**config.mk**
```make
export PLATFORM = sky130hd
export DESIGN_NAME = dmp_periph_ctrl
export DESIGN_NICKNAME = d
export VERILOG_FILES = /design/src/rtl/dmp_periph_ctrl.sv
export SDC_FILE = /design/constraint.sdc
export NUM_CORES = 1
export LEC_CHECK = 0
export BUFFER_PORTS_ARGS = -buffer_cell sky130_fd_sc_hd__buf_2
export CORE_ASPECT_RATIO = 1.1
export CORE_MARGIN = 5
export CORE_UTILIZATION = 45
export CTS_CLUSTER_DIAMETER = 120
export CTS_CLUSTER_SIZE = 14
export DETAILED_ROUTE_END_ITERATION = 10
export GPL_TIMING_DRIVEN = 0
export PLACE_DENSITY = 0.88
export SLEW_MARGIN = 20
export SYNTH_ARGS = -nofsm -noshare
export SYNTH_HDL_FRONTEND = slang
export SYNTH_SLANG_ARGS = --single-unit
export TNS_END_PERCENT = 5
```
**constraint.sdc**
```tcl
create_clock -name clk -period 2.85 [get_ports clk]
set_input_delay 0.285 -clock clk [delete_from_list [all_inputs] [get_ports clk]]
set_output_delay 0.285 -clock clk [all_outputs]
set_load 0.01 [all_outputs]
```
**src/rtl/dmp_periph_ctrl.sv**
```systemverilog
// Shares the DMP peripheral load/store port between up to four slots, one access at a time.
// Optional macro DMP_PERIPH_TIMEOUT_EN enables the bounded-wait timeout on BUSY.
module dmp_periph_ctrl #(
  parameter int          NUM_SLOTS = 2,
  parameter logic [31:0] BASE_ADDR = 32'hFF00_0000,
  parameter int          WIN_BITS  = 16,
  parameter int          SLOT_LSB  = 12,
  parameter int          TIMEOUT   = 15
) (
  input  logic                      clk,
  input  logic                      rst_a,
  input  logic                      ld_req,
  input  logic                      st_req,
  input  logic [31:0]               addr,
  input  logic [31:0]               wdata,
  output logic                      p_ldvalid,
  output logic [31:0]               p_drd,
  output logic                      p_stall,
  output logic                      p_err,
  output logic [NUM_SLOTS-1:0]      ps_sel,
  output logic                      ps_we,
  output logic [31:0]               ps_addr,
  output logic [31:0]               ps_wdata,
  input  logic [NUM_SLOTS-1:0]      ps_ack,
  input  logic [32*NUM_SLOTS-1:0]   ps_rdata
);

  typedef enum logic [1:0] {IDLE, BUSY, DONE} state_e;

  if (NUM_SLOTS < 1 || NUM_SLOTS > 4 || TIMEOUT < 1 || TIMEOUT > 255) begin : g_param_check
    $error("dmp_periph_ctrl: NUM_SLOTS or TIMEOUT out of range");
  end

  state_e                state_q;
  logic [1:0]            slot_q;
  logic                  is_load_q;
  logic                  ps_we_q;
  logic [31:0]           ps_addr_q;
  logic [31:0]           ps_wdata_q;
  logic [NUM_SLOTS-1:0]  ps_sel_q;
  logic                  p_ldvalid_q;
  logic [31:0]           p_drd_q;
  logic                  p_err_q;
`ifdef DMP_PERIPH_TIMEOUT_EN
  logic [7:0]            cnt_q;
`endif

  logic                  hit;
  logic [1:0]            req_slot;
  logic                  slot_bad;
  logic [NUM_SLOTS-1:0]  sel_onehot;
  logic                  ack_hit;
  logic [31:0]           rdata_sel;

  assign hit      = (ld_req | st_req) && (addr[31:WIN_BITS] == BASE_ADDR[31:WIN_BITS]);
  assign req_slot = addr[SLOT_LSB+1:SLOT_LSB];
  assign slot_bad = ({1'b0, req_slot} >= 3'(NUM_SLOTS));

  // NOTE: every variable gets a default before the loop so no latch is inferred.
  always_comb begin
    sel_onehot = '0;
    ack_hit    = 1'b0;
    rdata_sel  = '0;
    for (int k = 0; k < NUM_SLOTS; k++) begin
      sel_onehot[k] = (req_slot == 2'(k));
      if (slot_q == 2'(k)) begin
        ack_hit   = ps_ack[k];
        rdata_sel = ps_rdata[32*k +: 32];
      end
    end
  end

  // Stall rises combinationally in the hit cycle so the DMP holds before BUSY is entered.
  assign p_stall = ((state_q == IDLE) && hit) || (state_q == BUSY);

  // NOTE: sequential state uses non-blocking assignments; reset is sampled on the clock edge.
  always_ff @(posedge clk) begin
    if (!rst_a) begin
      state_q     <= IDLE;
      slot_q      <= '0;
      is_load_q   <= 1'b0;
      ps_we_q     <= 1'b0;
      ps_addr_q   <= '0;
      ps_wdata_q  <= '0;
      ps_sel_q    <= '0;
      p_ldvalid_q <= 1'b0;
      p_drd_q     <= '0;
      p_err_q     <= 1'b0;
`ifdef DMP_PERIPH_TIMEOUT_EN
      cnt_q       <= '0;
`endif
    end else begin
      p_ldvalid_q <= 1'b0;
      p_drd_q     <= '0;
      p_err_q     <= 1'b0;
      case (state_q)
        IDLE: begin
          if (hit) begin
            ps_addr_q  <= addr;
            ps_wdata_q <= wdata;
            ps_we_q    <= st_req & ~ld_req;
            is_load_q  <= ld_req;
            slot_q     <= req_slot;
            if (slot_bad) begin
              state_q     <= DONE;
              p_ldvalid_q <= ld_req;
              p_err_q     <= 1'b1;
            end else begin
              state_q  <= BUSY;
              ps_sel_q <= sel_onehot;
`ifdef DMP_PERIPH_TIMEOUT_EN
              cnt_q    <= '0;
`endif
            end
          end
        end
        BUSY: begin
          // An ack arriving together with the timeout still completes cleanly.
          if (ack_hit) begin
            state_q     <= DONE;
            ps_sel_q    <= '0;
            p_ldvalid_q <= is_load_q;
            p_drd_q     <= is_load_q ? rdata_sel : 32'h0;
          end
`ifdef DMP_PERIPH_TIMEOUT_EN
          else if (cnt_q + 8'd1 == 8'(TIMEOUT)) begin
            state_q     <= DONE;
            ps_sel_q    <= '0;
            p_ldvalid_q <= is_load_q;
            p_err_q     <= 1'b1;
          end else begin
            cnt_q <= cnt_q + 8'd1;
          end
`endif
        end
        DONE:    state_q <= IDLE;
        default: state_q <= IDLE;
      endcase
    end
  end

  assign ps_sel    = ps_sel_q;
  assign ps_we     = ps_we_q;
  assign ps_addr   = ps_addr_q;
  assign ps_wdata  = ps_wdata_q;
  assign p_ldvalid = p_ldvalid_q;
  assign p_drd     = p_drd_q;
  assign p_err     = p_err_q;

endmodule

```
==> summary.txt, run 1 <==
Finish
  • Nets: 799
  • Commonest non-fill, non-tap cell in the layout: buf_2
  • Commonest cells after routing, fill and taps aside: buf_2 (240), dfxtp_1 (104), a21oi_1 (54), nand4_1 (52), o21ai_0 (52)
  • Area delta synth->final: 39.48%
  • Final standard cell area without fillers: 5398 sq um
  • Share of layout cells above drive strength 1: 38.66%
  • N_diodes: 0
  • Register Area: ~2100 sq um
  • Final cell count without fillers: 781
  • Filler Cell Count: 770
  • Area of the multi-input gates: 1624 sq um

Clock network
  • Maximum root-to-sink buffer count: 2
  • Cts bufs inserted: 9
  • Post-CTS setup buffers: 0
  • Clock-pin slew on the worst setup and hold paths: 110 ps
  • CTS tree: built
  • Root Buffer: clkbuf_8
  • Clk sinks: 104
  • Post-CTS sizing: 0
  • H-tree levels: 3
  • Worst-Skew Late Latency: 370 ps
  • Post-CTS Hold Buffers: 0

Global route
  • Grt ovf: 0
  • First-pass GRT wire length: approximately 22000 um
  • Largest net degree at the start of global routing: 20
  • Antenna violations before repair: 2
  • Vias in the first global route: 4240
  • Gr usage total: 25.61%

Drt
  • Drt total wl: 13950 um
  • WL/cell: 17.86 um
  • DRC: 0
  • Post-route antenna net violation count: 0
  • Via count: 4238
  • Initial detailed-routing violation count: 191
  • Pre-Repair DR Iteration Count: 5
  • Vias/cell: ~5.4

Setup path
  • CP Capture Type: output pin
  • Cell depth of the worst flop-to-flop path: 6
  • FF-to-FF setup slack: 580 ps
  • R2r startpoint: slot_q[0]$_SDFFE_PN0P_
  • Crit path DAT: 2360 ps
  • Worst-path cell chain: buf_2 -> or4_1 -> nor2_1 -> clkbuf_1 -> a21oi_1 -> nor2_1 -> buf_2
  • Largest stage delay on the critical path: just over 600 ps
  • Crit Reg-Reg Endpoint: p_ldvalid$_SDFF_PN0_
  • Buf+Inv Stages, Crit Path: 3
  • WS Path Type: input port to output pin
  • Crit-path slowest cell: nor2_1
  • Crit path max fanout: 10
  • Critical Path RT: between 2000 and 3000 ps
  • Type of origin of the critical path: input port
  • CP delay by family, top: simple AND/OR/NAND/NOR gates

Pwr
  • Clock power frac: 37.9%
  • Power share of the combinational group: 5.7%
  • Pwr Density: ~480 nW/um^2
  • Int Pwr: 1.959 mW
  • Sw Ratio: between 20% and 30%
  • Overall Power: approximately 2.6 mW
  • Psw: just over 0.6 mW
  • Seq pwr share: 56.4%
  • Maximum VDD drop: 0.2568 mV
  • LEAKAGE: 2.439 nW

Synthesis
  • Yosys warnings: 0
  • Synthesized instance count: ~420
  • Syn Area/Cell: 9.236 sq um
  • Unique cell type count in the Yosys netlist: 26
  • Synth Register Bits: between 100 and 150
  • Cell Area, Synth: 3870 sq um
  • Sequential area share after synthesis: 53.80%
  • Synth Net Count: 553

Placement
  • Port bufs: 235
  • Dpl cell area: 5185 sq um
  • DP HPWL: 10940 um
  • Routability cong.: between 0.8 and 0.9
  • Placed insts: between 700 and 800

Timing
  • F_max: 377.4 MHz
  • Slew Viols, Final: 0
  • Clk_skew: approximately 14 ps
  • Final Hold Viols: 0
  • Worst-Margin Slew: around 760 ps
  • Post-layout min period: about 2600 ps
  • Final setup fails: 0
  • Slew Limit Headroom: 48.96%
  • RSZ-0062 raised after global routing: false
  • Setup TNS Final: 0 ps
  • Tcrit/Tclk final: 92.98%

Die
  • Starting Density: between 40 and 50%
  • Top Ports: 236
  • Die area: 10560 sq um
  • # rows: 35
  • Die height: around 110 um
  • Core area: 8408 sq um
  • Die width: around 98 um

Min path
  • Hold EP: p_drd[24]$_SDFF_PN0_
  • Hold Path Origin: ps_rdata[24]
  • Hold depth: 3
  • Hold Crit Class: input port to register

Status
  • Status: complete, no violations

Flow run
  • Max_cap viols: 0
-- worst max path at each step --
stage / cells past startpoint / endpoint / from
after floorplan: 5 / p_stall / addr[20]
after global placement: 7 / p_stall / addr[20]
after detailed placement: 7 / p_stall / addr[20]
after CTS: 7 / p_stall / addr[20]
after global routing: 7 / p_stall / addr[20]
final: 7 / p_stall / addr[20]
-- logic make-up after synthesis --
logic type | share of synthesized area [%]
simple gates | 17.26
compound gates | 16.17
flops | 53.80
buf+inv | 4.235
mux | 8.535
-- worst reg2reg max path, stage by stage, from the launching register on --
cell and delay (ps):
dfxtp_1 350, clkbuf_1 350, mux2i_1 520, nor3_1 110, nand4b_1 280, clkbuf_1 400
o31ai_1 130
-- per-layer routing --
layer / GRT usage (%) / part of all wire (%) / vias up
li1: - / - / 2020
met1: 28.89 / 37 / 1967
met2: 45.75 / 51 / 217
met3: 8.036 / 9.8 / 30
met4: 8.390 / 2.0 / 4
met5: 0 / 0.19 / -
-- flip-flops by register name (all words and copies together) (netlist names) --
signal	count
is_load_q	1
slot_q	1
ps_addr	31
state_q	2
p_ldvalid	1
ps_we	1
p_drd	32
ps_sel	2
ps_wdata	32
p_err	1
-- stage by stage --
stage / hold WS [ps] / setup WS [ps] / utilization, %
2_1_floorplan: 424.3 / 850.5 / -
3_3_place_gp: 449.0 / 225.4 / 61.67
3_5_place_dp: 454.6 / 228.1 / 61.67
4_1_cts: 126.9 / 226.0 / 64.20
5_1_grt: 137.8 / 129.9 / 64.20
6_report: 137.6 / 200.0 / 64.20
-- layout make-up --
type | instances | area share (%)
clock buffers | 9 | 2.295
plain buffers | 41 | 2.967
clock inverters | 7 | 1.646
flip-flops and latches | 104 | 38.57
multi-input cells | 273 | 30.09
repair buffers | 235 | 21.79
inverters | 1 | 0.06954
well taps | 111 | 2.573
-- Yosys cell counts --
cell / count / area (sq um)
nand4_1: 52 / 325.3
or3_1: 2 / 12.51
nor3_1: 3 / 15.01
and4_1: 1 / 8.760
clkbuf_1: 36 / 135.1
mux2i_1: 33 / 330.3
nor3_2: 1 / 10.01
buf_2: 5 / 25.02
nor4_1: 1 / 6.260
o31a_1: 2 / 17.52
dfxtp_1: 104 / 2082
clkinv_1: 1 / 3.750
a21oi_1: 54 / 270.3
o31ai_1: 1 / 7.510
and3_1: 9 / 56.30
or4_4: 1 / 11.26
o211a_1: 1 / 10.01
nand2_1: 2 / 7.510
nor2_1: 39 / 146.4
nand2b_1: 2 / 12.51
or4_1: 1 / 7.510
nand3_1: 5 / 25.02
o21ai_0: 52 / 260.3
o21a_1: 8 / 60.06
nor2_2: 1 / 6.260
nand4b_1: 2 / 17.52
-- power groups by stage --
stage	sequential [mW]	clock [mW]	combinational, mW
after global routing	1.45	1.06	0.161
after floorplan	1.49	0	0.0356
after CTS	1.45	0.993	0.146
after detailed placement	1.49	0	0.145
final	1.45	0.976	0.147
after global placement	1.49	0	0.141
(Power assumes the default switching activity.)
==> inputs of run 2 (changes only) <==
--- a/config.mk
+++ b/config.mk
@@ -5,6 +5,7 @@
 export SDC_FILE = /design/constraint.sdc
 export NUM_CORES = 1
 export LEC_CHECK = 0
+export ABC_AREA = 1
 export BUFFER_PORTS_ARGS = -buffer_cell sky130_fd_sc_hd__buf_2
 export CORE_ASPECT_RATIO = 1.1
 export CORE_MARGIN = 5
@@ -13,7 +14,7 @@
 export CTS_CLUSTER_SIZE = 14
 export DETAILED_ROUTE_END_ITERATION = 10
 export GPL_TIMING_DRIVEN = 0
-export PLACE_DENSITY = 0.88
+export PLACE_DENSITY = 0.86
 export SLEW_MARGIN = 20
 export SYNTH_ARGS = -nofsm -noshare
 export SYNTH_HDL_FRONTEND = slang
==> run 2 against run 1 <==
Utilization fell by 2.6 points. Clock power fell by 16%. Highest routed layer is now met4. Non-clock buffer count is 5 lower. Design area up 6.3%. Final cell count up 21%. Worst setup slack better by 590 ps. Largest cell class unchanged.
==> summary.txt, run 2 <==
Synthesis
  • Unique cell type count in the Yosys netlist: 24 (was 26)
  • Syn Area/Cell: 7.385 sq um (was 9.236 sq um)
  • Synth Register Bits: 104 (unchanged)
  • Synth Net Count: 709 (was 553)
  • Synthesized instance count: 575 (was 419)
  • Cell Area, Synth: 4247 sq um (was 3870 sq um)
  • Most common flop cell mapped by yosys: dfxtp_1 (unchanged)
  • Yosys warnings: 0 (unchanged)
  • Most frequent cells after synthesis: inv_1 (122), dfxtp_1 (104), nand3_1 (77) (was dfxtp_1 (104), a21oi_1 (54), nand4_1 (52), o21ai_0 (52), nor2_1 (39))
  • Post-synth ARST share: 0% (unchanged)
  • Top-count cell post-synth: inv_1 (was dfxtp_1)
  • Number of synthesized flops with an enable pin: 0 (unchanged)
  • Sequential area share after synthesis: 49.03% (was 53.80%)
  • Ranking of synthesized cells by area: dfxtp_1 (49%), inv_1 (11%), nand3_1 (9.1%) (was dfxtp_1 (54%), mux2i_1 (8.5%), nand4_1 (8.4%))
  • Share of the synthesized area in the top cell type: 49.03% (was 53.80%)
  • Yosys top cell by area: dfxtp_1 (unchanged)

Drt
  • Drt total wl: 12540 um (was 13950 um)
  • Vias/cell: 4.707 (was 5.426)
  • Initial detailed-routing violation count: 148 (was 191)
  • WL/cell: 13.29 um (was 17.86 um)
  • Via count: 4439 (was 4238)
  • Post-route antenna net violation count: 0 (unchanged)
  • DRC: 0 (unchanged)
  • Pre-Repair DR Iteration Count: 4 (was 5)

Global route
  • Grt ovf: 0 (unchanged)
  • Vias in the first global route: 4053 (was 4240)
  • First-pass GRT wire length: 19550 um (was 21680 um)
  • Antenna violations before repair: 0 (was 2)
  • Largest net degree at the start of global routing: 17 (was 20)
  • Gr usage total: 21.22% (was 25.61%)

Setup path
  • Crit path max fanout: 10 (unchanged)
  • Type of origin of the critical path: register (was input port)
  • Critical Path RT: 2570 ps (about the same)
  • Crit path DAT: 1780 ps (was 2360 ps)
  • CP Capture Type: output pin (unchanged)
  • WS Path Type: register to output pin (was input port to output pin)

Finish
  • Area delta synth->final: 35.06% (was 39.48%)
  • Nets: 955 (was 799)
  • Filler Cell Count: 904 (was 770)
  • N_diodes: 0 (unchanged)
  • Share of layout cells above drive strength 1: 35.84% (was 38.66%)
  • Commonest cells after routing, fill and taps aside: buf_2 (240), inv_1 (122), dfxtp_1 (104), nand3_1 (77), nor2_1 (57) (was buf_2 (240), dfxtp_1 (104), a21oi_1 (54), nand4_1 (52), o21ai_0 (52))
  • Final cell count without fillers: 943 (was 781)
  • Commonest non-fill, non-tap cell in the layout: buf_2 (unchanged)

Clock network
  • Maximum root-to-sink buffer count: 2 (unchanged)
  • Post-CTS sizing: 0 (unchanged)
  • Clock-pin slew on the worst setup and hold paths: 100 ps (was 110 ps)
  • Root Buffer: clkbuf_8 (unchanged)
  • Post-CTS setup buffers: 0 (unchanged)
  • Post-CTS Hold Buffers: 0 (unchanged)
  • Worst-Skew Late Latency: 350 ps (was 370 ps)
  • CTS tree: built (unchanged)
  • Clk sinks: 104 (unchanged)
  • H-tree levels: 3 (unchanged)
  • Cts bufs inserted: 9 (unchanged)

Placement
  • Port bufs: 235 (unchanged)
  • Placed insts: 927 (was 765)
  • DP HPWL: 9815 um (was 10940 um)
  • Routability cong.: 0.8367 (was 0.8779)

Timing
  • Slew Viols, Final: 0 (unchanged)
  • Worst-Margin Slew: 474.2 ps (was 762.8 ps)
  • Final setup fails: 0 (unchanged)
  • Setup TNS Final: 0 ps (unchanged)
  • Slew Limit Headroom: 68.39% (was 48.96%)
  • RSZ-0062 raised after global routing: false (unchanged)
  • Post-layout min period: 2061 ps (was 2650 ps)
  • Final Hold Viols: 0 (unchanged)
  • Clk_skew: 11.86 ps (was 13.70 ps)
  • Tcrit/Tclk final: 72.31% (was 92.98%)
  • F_max: 485.2 MHz (was 377.4 MHz)

Pwr
  • LEAKAGE: 3.032 nW (was 2.439 nW)
  • Clock power frac: 33.8% (was 37.9%)
  • Maximum VDD drop: 0.3441 mV (was 0.2568 mV)
  • Seq pwr share: 60.0% (was 56.4%)
  • Int Pwr: 1.859 mW (was 1.959 mW)
  • Pwr Density: 421.8 nW/um^2 (was 477.0 nW/um^2)
  • Sw Ratio: 23.16% (was 23.92%)
  • Psw: 0.5603 mW (was 0.6159 mW)
  • Power share of the combinational group: 6.2% (was 5.7%)

Min path
  • Hold Crit Class: input port to register (unchanged)

Die
  • Core area: 9305 sq um (was 8408 sq um)
  • # rows: 37 (was 35)
  • Top Ports: 236 (unchanged)
  • Starting Density: 45.64% (was 46.03%)
  • Die height: 111.9 um (was 107.3 um)
  • Die area: 11480 sq um (was 10560 sq um)
  • Die width: 102.6 um (was 98.42 um)

Status
  • Status: complete, no violations (unchanged)

Flow run
  • Max_cap viols: 0 (unchanged)
[run 2: cell count changes after synthesis, moves of 10 or more]
cell | previous run | this run
nand3_1 | 5 | 77
nor2_1 | 39 | 57
mux2i_1 | 33 | 0
nand2_2 | 0 | 30
inv_1 | 0 | 122
a21oi_1 | 54 | 44
clkbuf_1 | 36 | 25
nand2_1 | 2 | 36
o21ai_0 | 52 | 40
nand4_1 | 52 | 6
[run 2: area by class of cell]
class	count	area, sq um	share of cell area [%]
sequential	104	2082	36.30
multi-input combinational	308	1501	26.18
timing repair buffer	235	1176	20.51
inverter	127	476.7	8.312
buffer	36	186.4	3.250
tap	117	146.4	2.552
clock buffer	12	135.1	2.356
clock inverter	4	31.28	0.5454
[run 2: cell families after synthesis]
group / share of synthesized area [%]
flops: 49.03
simple gates: 24.34
compound gates: 11.02
buf+inv: 15.62
[run 2: critical path, stage by stage (launching register included)]
cell and delay, ps:
dfxtp_1 350, nor2_1 300, nand3_4 180, buf_6 190
buf_2 190, nand2_1 80, buf_2 130
[run 2: path summary, 6_finish.rpt]
kind / from / to / slack [ps] / cells past startpoint
worst max register to register: slot_q[0]$_SDFFE_PN0P_ / p_drd[29]$_SDFF_PN0_ / 1220 / 7
worst min-delay path: wdata[8] / ps_wdata[8]$_SDFFE_PN0P_ / 170 / 3
worst min register to register: ps_addr[27]$_SDFFE_PN0P_ / ps_addr[27]$_SDFFE_PN0P_ / 450 / 2
worst max-delay path: state_q[1]$_SDFFE_PN0P_ / p_stall / 790 / 6
[run 2: power groups by stage]
stage	logic, mW	clock network [mW]	registers (mW)
CTS	0.151	0.835	1.45
detailed placement	0.150	0	1.49
global route	0.170	0.895	1.45
finish	0.150	0.817	1.45
floorplan	0.0492	0	1.49
global placement	0.147	0	1.49
[run 2: metrics by stage]
stage / utilization (%) / hold WS, ps / area, sq um / setup WS [ps] / power (mW)
floorplan: - / 430.5 / 4247 / 1385 / 1.535
finish: 61.64 / 167.9 / 5736 / 789.1 / 2.419
global route: 61.64 / 165.9 / 5736 / 643.4 / 2.518
CTS: 61.64 / 147.4 / 5736 / 765.5 / 2.438
detailed placement: 59.85 / 437.4 / 5569 / 1010 / 1.636
global placement: 59.85 / 434.2 / 5569 / 1037 / 1.633
[run 2: routing by layer]
layer	track usage, %	vias up	routed length, um
met3	4.699	27	920
met4	7.437	0	340
met5	0	-	0
met1	25.88	1990	4832
li1	-	2253	-
met2	36.22	169	6442
==> inputs of run 3 (changes only) <==
--- a/config.mk
+++ b/config.mk
@@ -5,16 +5,16 @@
 export SDC_FILE = /design/constraint.sdc
 export NUM_CORES = 1
 export LEC_CHECK = 0
-export ABC_AREA = 1
+export ABC_AREA = 0
 export BUFFER_PORTS_ARGS = -buffer_cell sky130_fd_sc_hd__buf_2
 export CORE_ASPECT_RATIO = 1.1
 export CORE_MARGIN = 5
-export CORE_UTILIZATION = 45
+export CORE_UTILIZATION = 39
 export CTS_CLUSTER_DIAMETER = 120
 export CTS_CLUSTER_SIZE = 14
 export DETAILED_ROUTE_END_ITERATION = 10
 export GPL_TIMING_DRIVEN = 0
-export PLACE_DENSITY = 0.86
+export PLACE_DENSITY = 0.81
 export SLEW_MARGIN = 20
 export SYNTH_ARGS = -nofsm -noshare
 export SYNTH_HDL_FRONTEND = slang
==> constraint.sdc (replaced) <==
create_clock -name clk -period 1.8 [get_ports clk]
set_input_delay 0.18 -clock clk [delete_from_list [all_inputs] [get_ports clk]]
set_output_delay 0.18 -clock clk [all_outputs]
set_load 0.01 [all_outputs]
==> run 3 against run 2 <==
Utilization fell by 5.1 points. Final cell count fell by 16%. First-iteration DRC count rose by 56%. Sequential power rose by 59%. Critical path depth rose by 1. Largest power group unchanged. Design area fell by 3.4%. Count of clock-buffer cells in the layout fell by 1. Register-to-register slack got worse by 1100 ps.
==> summary.txt, run 3 (synthesis results as in run 1) <==
Timing
  • Final Hold Viols: 0 (unchanged)
  • Tcrit/Tclk final: 96.26%
  • Clk_skew: 13.01 ps (was 11.86 ps)
  • Post-layout min period: 1733 ps
  • Slew Viols, Final: 0 (unchanged)
  • Worst-Margin Slew: 687.3 ps (was 474.2 ps)
  • F_max: 577.2 MHz
  • Slew Limit Headroom: 54.18% (was 68.39%)
  • RSZ-0062 raised after global routing: true (was false)
  • Final setup fails: 0 (unchanged)

Finish
  • N_diodes: 0 (unchanged)
  • Area delta synth->final: 43.19% (was 35.06%)
  • Nets: 805 (was 955)
  • Commonest non-fill, non-tap cell in the layout: buf_2 (unchanged)
  • Share of layout cells above drive strength 1: 40.98% (was 35.84%)
  • Commonest cells after routing, fill and taps aside: buf_2 (240), dfxtp_1 (103), a21oi_1 (54), nand4_1 (52), o21ai_0 (48) (was buf_2 (240), inv_1 (122), dfxtp_1 (104), nand3_1 (77), nor2_1 (57))
  • Final cell count without fillers: 796 (was 943)
  • Utilization of the core after routing: 56.58% (was 61.64%)

Drt
  • Post-route antenna net violation count: 0 (unchanged)
  • Via count: 4197 (was 4439)
  • WL/cell: 16.82 um (was 13.29 um)
  • Pre-Repair DR Iteration Count: 5 (was 4)
  • DRC: 0 (unchanged)
  • Drt total wl: 13390 um (was 12540 um)
  • Initial detailed-routing violation count: 231 (was 148)
  • Vias/cell: 5.273 (was 4.707)

Clock network
  • Post-CTS Hold Buffers: 0 (unchanged)
  • Root Buffer: clkbuf_8 (unchanged)
  • CTS tree: built (unchanged)
  • Maximum root-to-sink buffer count: 2 (unchanged)
  • H-tree levels: 3 (unchanged)
  • Cts bufs inserted: 9 (unchanged)
  • Clock-pin slew on the worst setup and hold paths: 100 ps (about the same)
  • Clk sinks: 104 (unchanged)
  • Worst-Skew Late Latency: 370 ps (was 350 ps)

Flow run
  • Max_cap viols: 0 (unchanged)

Placement
  • DP HPWL: 10380 um (was 9815 um)
  • Port bufs: 235 (unchanged)
  • Routability cong.: 0.8124 (was 0.8367)
  • Placed insts: 774 (was 927)

Min path
  • Hold Crit Class: input port to register (unchanged)
  • Hold Path Origin: ps_rdata[27] (was wdata[8])
  • Hold depth: 3 (unchanged)

Pwr
  • Clock power frac: 40.4% (was 33.8%)
  • Int Pwr: 3.350 mW (was 1.859 mW)
  • Psw: 0.9007 mW (was 0.5603 mW)
  • Maximum VDD drop: 0.3399 mV (was 0.3441 mV)
  • LEAKAGE: 2.508 nW (was 3.032 nW)
  • Seq pwr share: 54.1% (was 60.0%)
  • Pwr Density: 767.1 nW/um^2 (was 421.8 nW/um^2)
  • Power share of the combinational group: 5.5% (was 6.2%)
  • Overall Power: 4.251 mW (was 2.419 mW)
  • Sw Ratio: 21.19% (was 23.16%)

Global route
  • Gr usage total: 21.46% (was 21.22%)
  • Grt ovf: 0 (unchanged)
  • First-pass GRT wire length: 20930 um (was 19550 um)
  • Vias in the first global route: 4283 (was 4053)
  • Largest net degree at the start of global routing: 17 (unchanged)
  • Antenna violations before repair: 1 (was 0)

Setup path
  • Largest stage delay on the critical path: 570 ps (was 350 ps)
  • FF-to-FF setup slack: 100 ps (was 1220 ps)
  • Cell depth of the worst flop-to-flop path: 5 (was 7)
  • CP dominant cell by count: buf_2 (unchanged)
  • R2r startpoint: state_q[0]$_SDFFE_PN0P_ (was slot_q[0]$_SDFFE_PN0P_)
  • Crit path DAT: 1550 ps (was 1780 ps)
  • Crit-path slowest cell: or4_4 (was dfxtp_1)
  • CP Capture Type: output pin (unchanged)
  • Critical path startpoint: addr[20] (was state_q[1]$_SDFFE_PN0P_)
  • Critical Path RT: 1620 ps (was 2570 ps)
  • Crit path max fanout: 10 (unchanged)
  • WS Path Type: input port to output pin (was register to output pin)
  • Crit Reg-Reg Endpoint: p_ldvalid$_SDFF_PN0_ (was p_drd[29]$_SDFF_PN0_)
  • CP delay by family, top: simple AND/OR/NAND/NOR gates (unchanged)
  • Worst-path cell chain: buf_2 -> or4_4 -> nor2_4 -> buf_4 -> a21oi_1 -> nor2_1 -> buf_2 (was nor2_1 -> nand3_4 -> buf_6 -> buf_2 -> nand2_1 -> buf_2)
  • Worst setup endpoint: p_stall (unchanged)
  • Type of origin of the critical path: input port (was register)
  • Buf+Inv Stages, Crit Path: 3 (unchanged)
  • Crit. path cell count: 7 (was 6)

Status
  • Status: complete, no violations (unchanged)

Die
  • Die height: 114.5 um (was 111.9 um)
  • # rows: 38 (was 37)
  • Starting Density: 39.51% (was 45.64%)
  • Die area: 12020 sq um (was 11480 sq um)
  • Core area: 9794 sq um (was 9305 sq um)
  • Top Ports: 236 (unchanged)
  • Die width: 105.0 um (was 102.6 um)
==> run 3: power by group through the flow <==
stage	sequential (mW)	combinational [mW]	clock, mW
floorplan	2.35	0.0564	0
global placement	2.35	0.224	0
detailed placement	2.35	0.227	0
CTS	2.30	0.233	1.75
global route	2.30	0.257	1.86
finish	2.30	0.233	1.72
==> run 3: metrics by stage <==
step,worst slack [ps],hold WS (ps),area (sq um),TNS [ps]
after floorplan,10.46,319.3,3870,0
after CTS,-21.95,28.71,5493,-21.95
after global routing,-50.43,32.69,5542,-299.8
after global placement,-651.1,415.1,5196,-40160
after detailed placement,-648.9,418.8,5196,-43390
final,67.37,40.70,5542,0
==> run 3: per-layer routing <==
metal | vias up | global-route usage (%) | wire, um
li1 | 2026 | - | -
met1 | 1927 | 24.33 | 5097
met2 | 216 | 36.78 | 6737
met3 | 26 | 8.065 | 1294
met4 | 2 | 8.014 | 244
met5 | - | 0 | 13
==> run 3: worst min-delay path by stage <==
stage | to | slack [ps]
global route | p_drd[27]$_SDFF_PN0_ | 30
CTS | p_drd[27]$_SDFF_PN0_ | 30
floorplan | p_ldvalid$_SDFF_PN0_ | 320
detailed placement | p_drd[27]$_SDFF_PN0_ | 420
finish | p_drd[27]$_SDFF_PN0_ | 40
global placement | p_drd[30]$_SDFF_PN0_ | 420
==> run 3: timing repair <==
action	4_1_cts	5_1_grt
buffers inserted	2	5
resized for setup	16	12
endpoints found under the setup margin	103	73
pin swaps	4	3
==> run 3: cell type report <==
cell class	count	area [sq um]
Inverter	1	3.754
Clock inverter	5	105.1
Sequential cell	104	2083
Multi-Input combinational cell	273	1663
Clock buffer	11	131.4
Timing Repair Buffer	242	1229
Buffer	40	176.4
Fill cell	860	4253
Tap cell	120	150.1
==> run 3: tightest hold or removal path: stages <==
cell and delay [ps]:
buf_2 80, mux2i_1 50, nor2_1 70
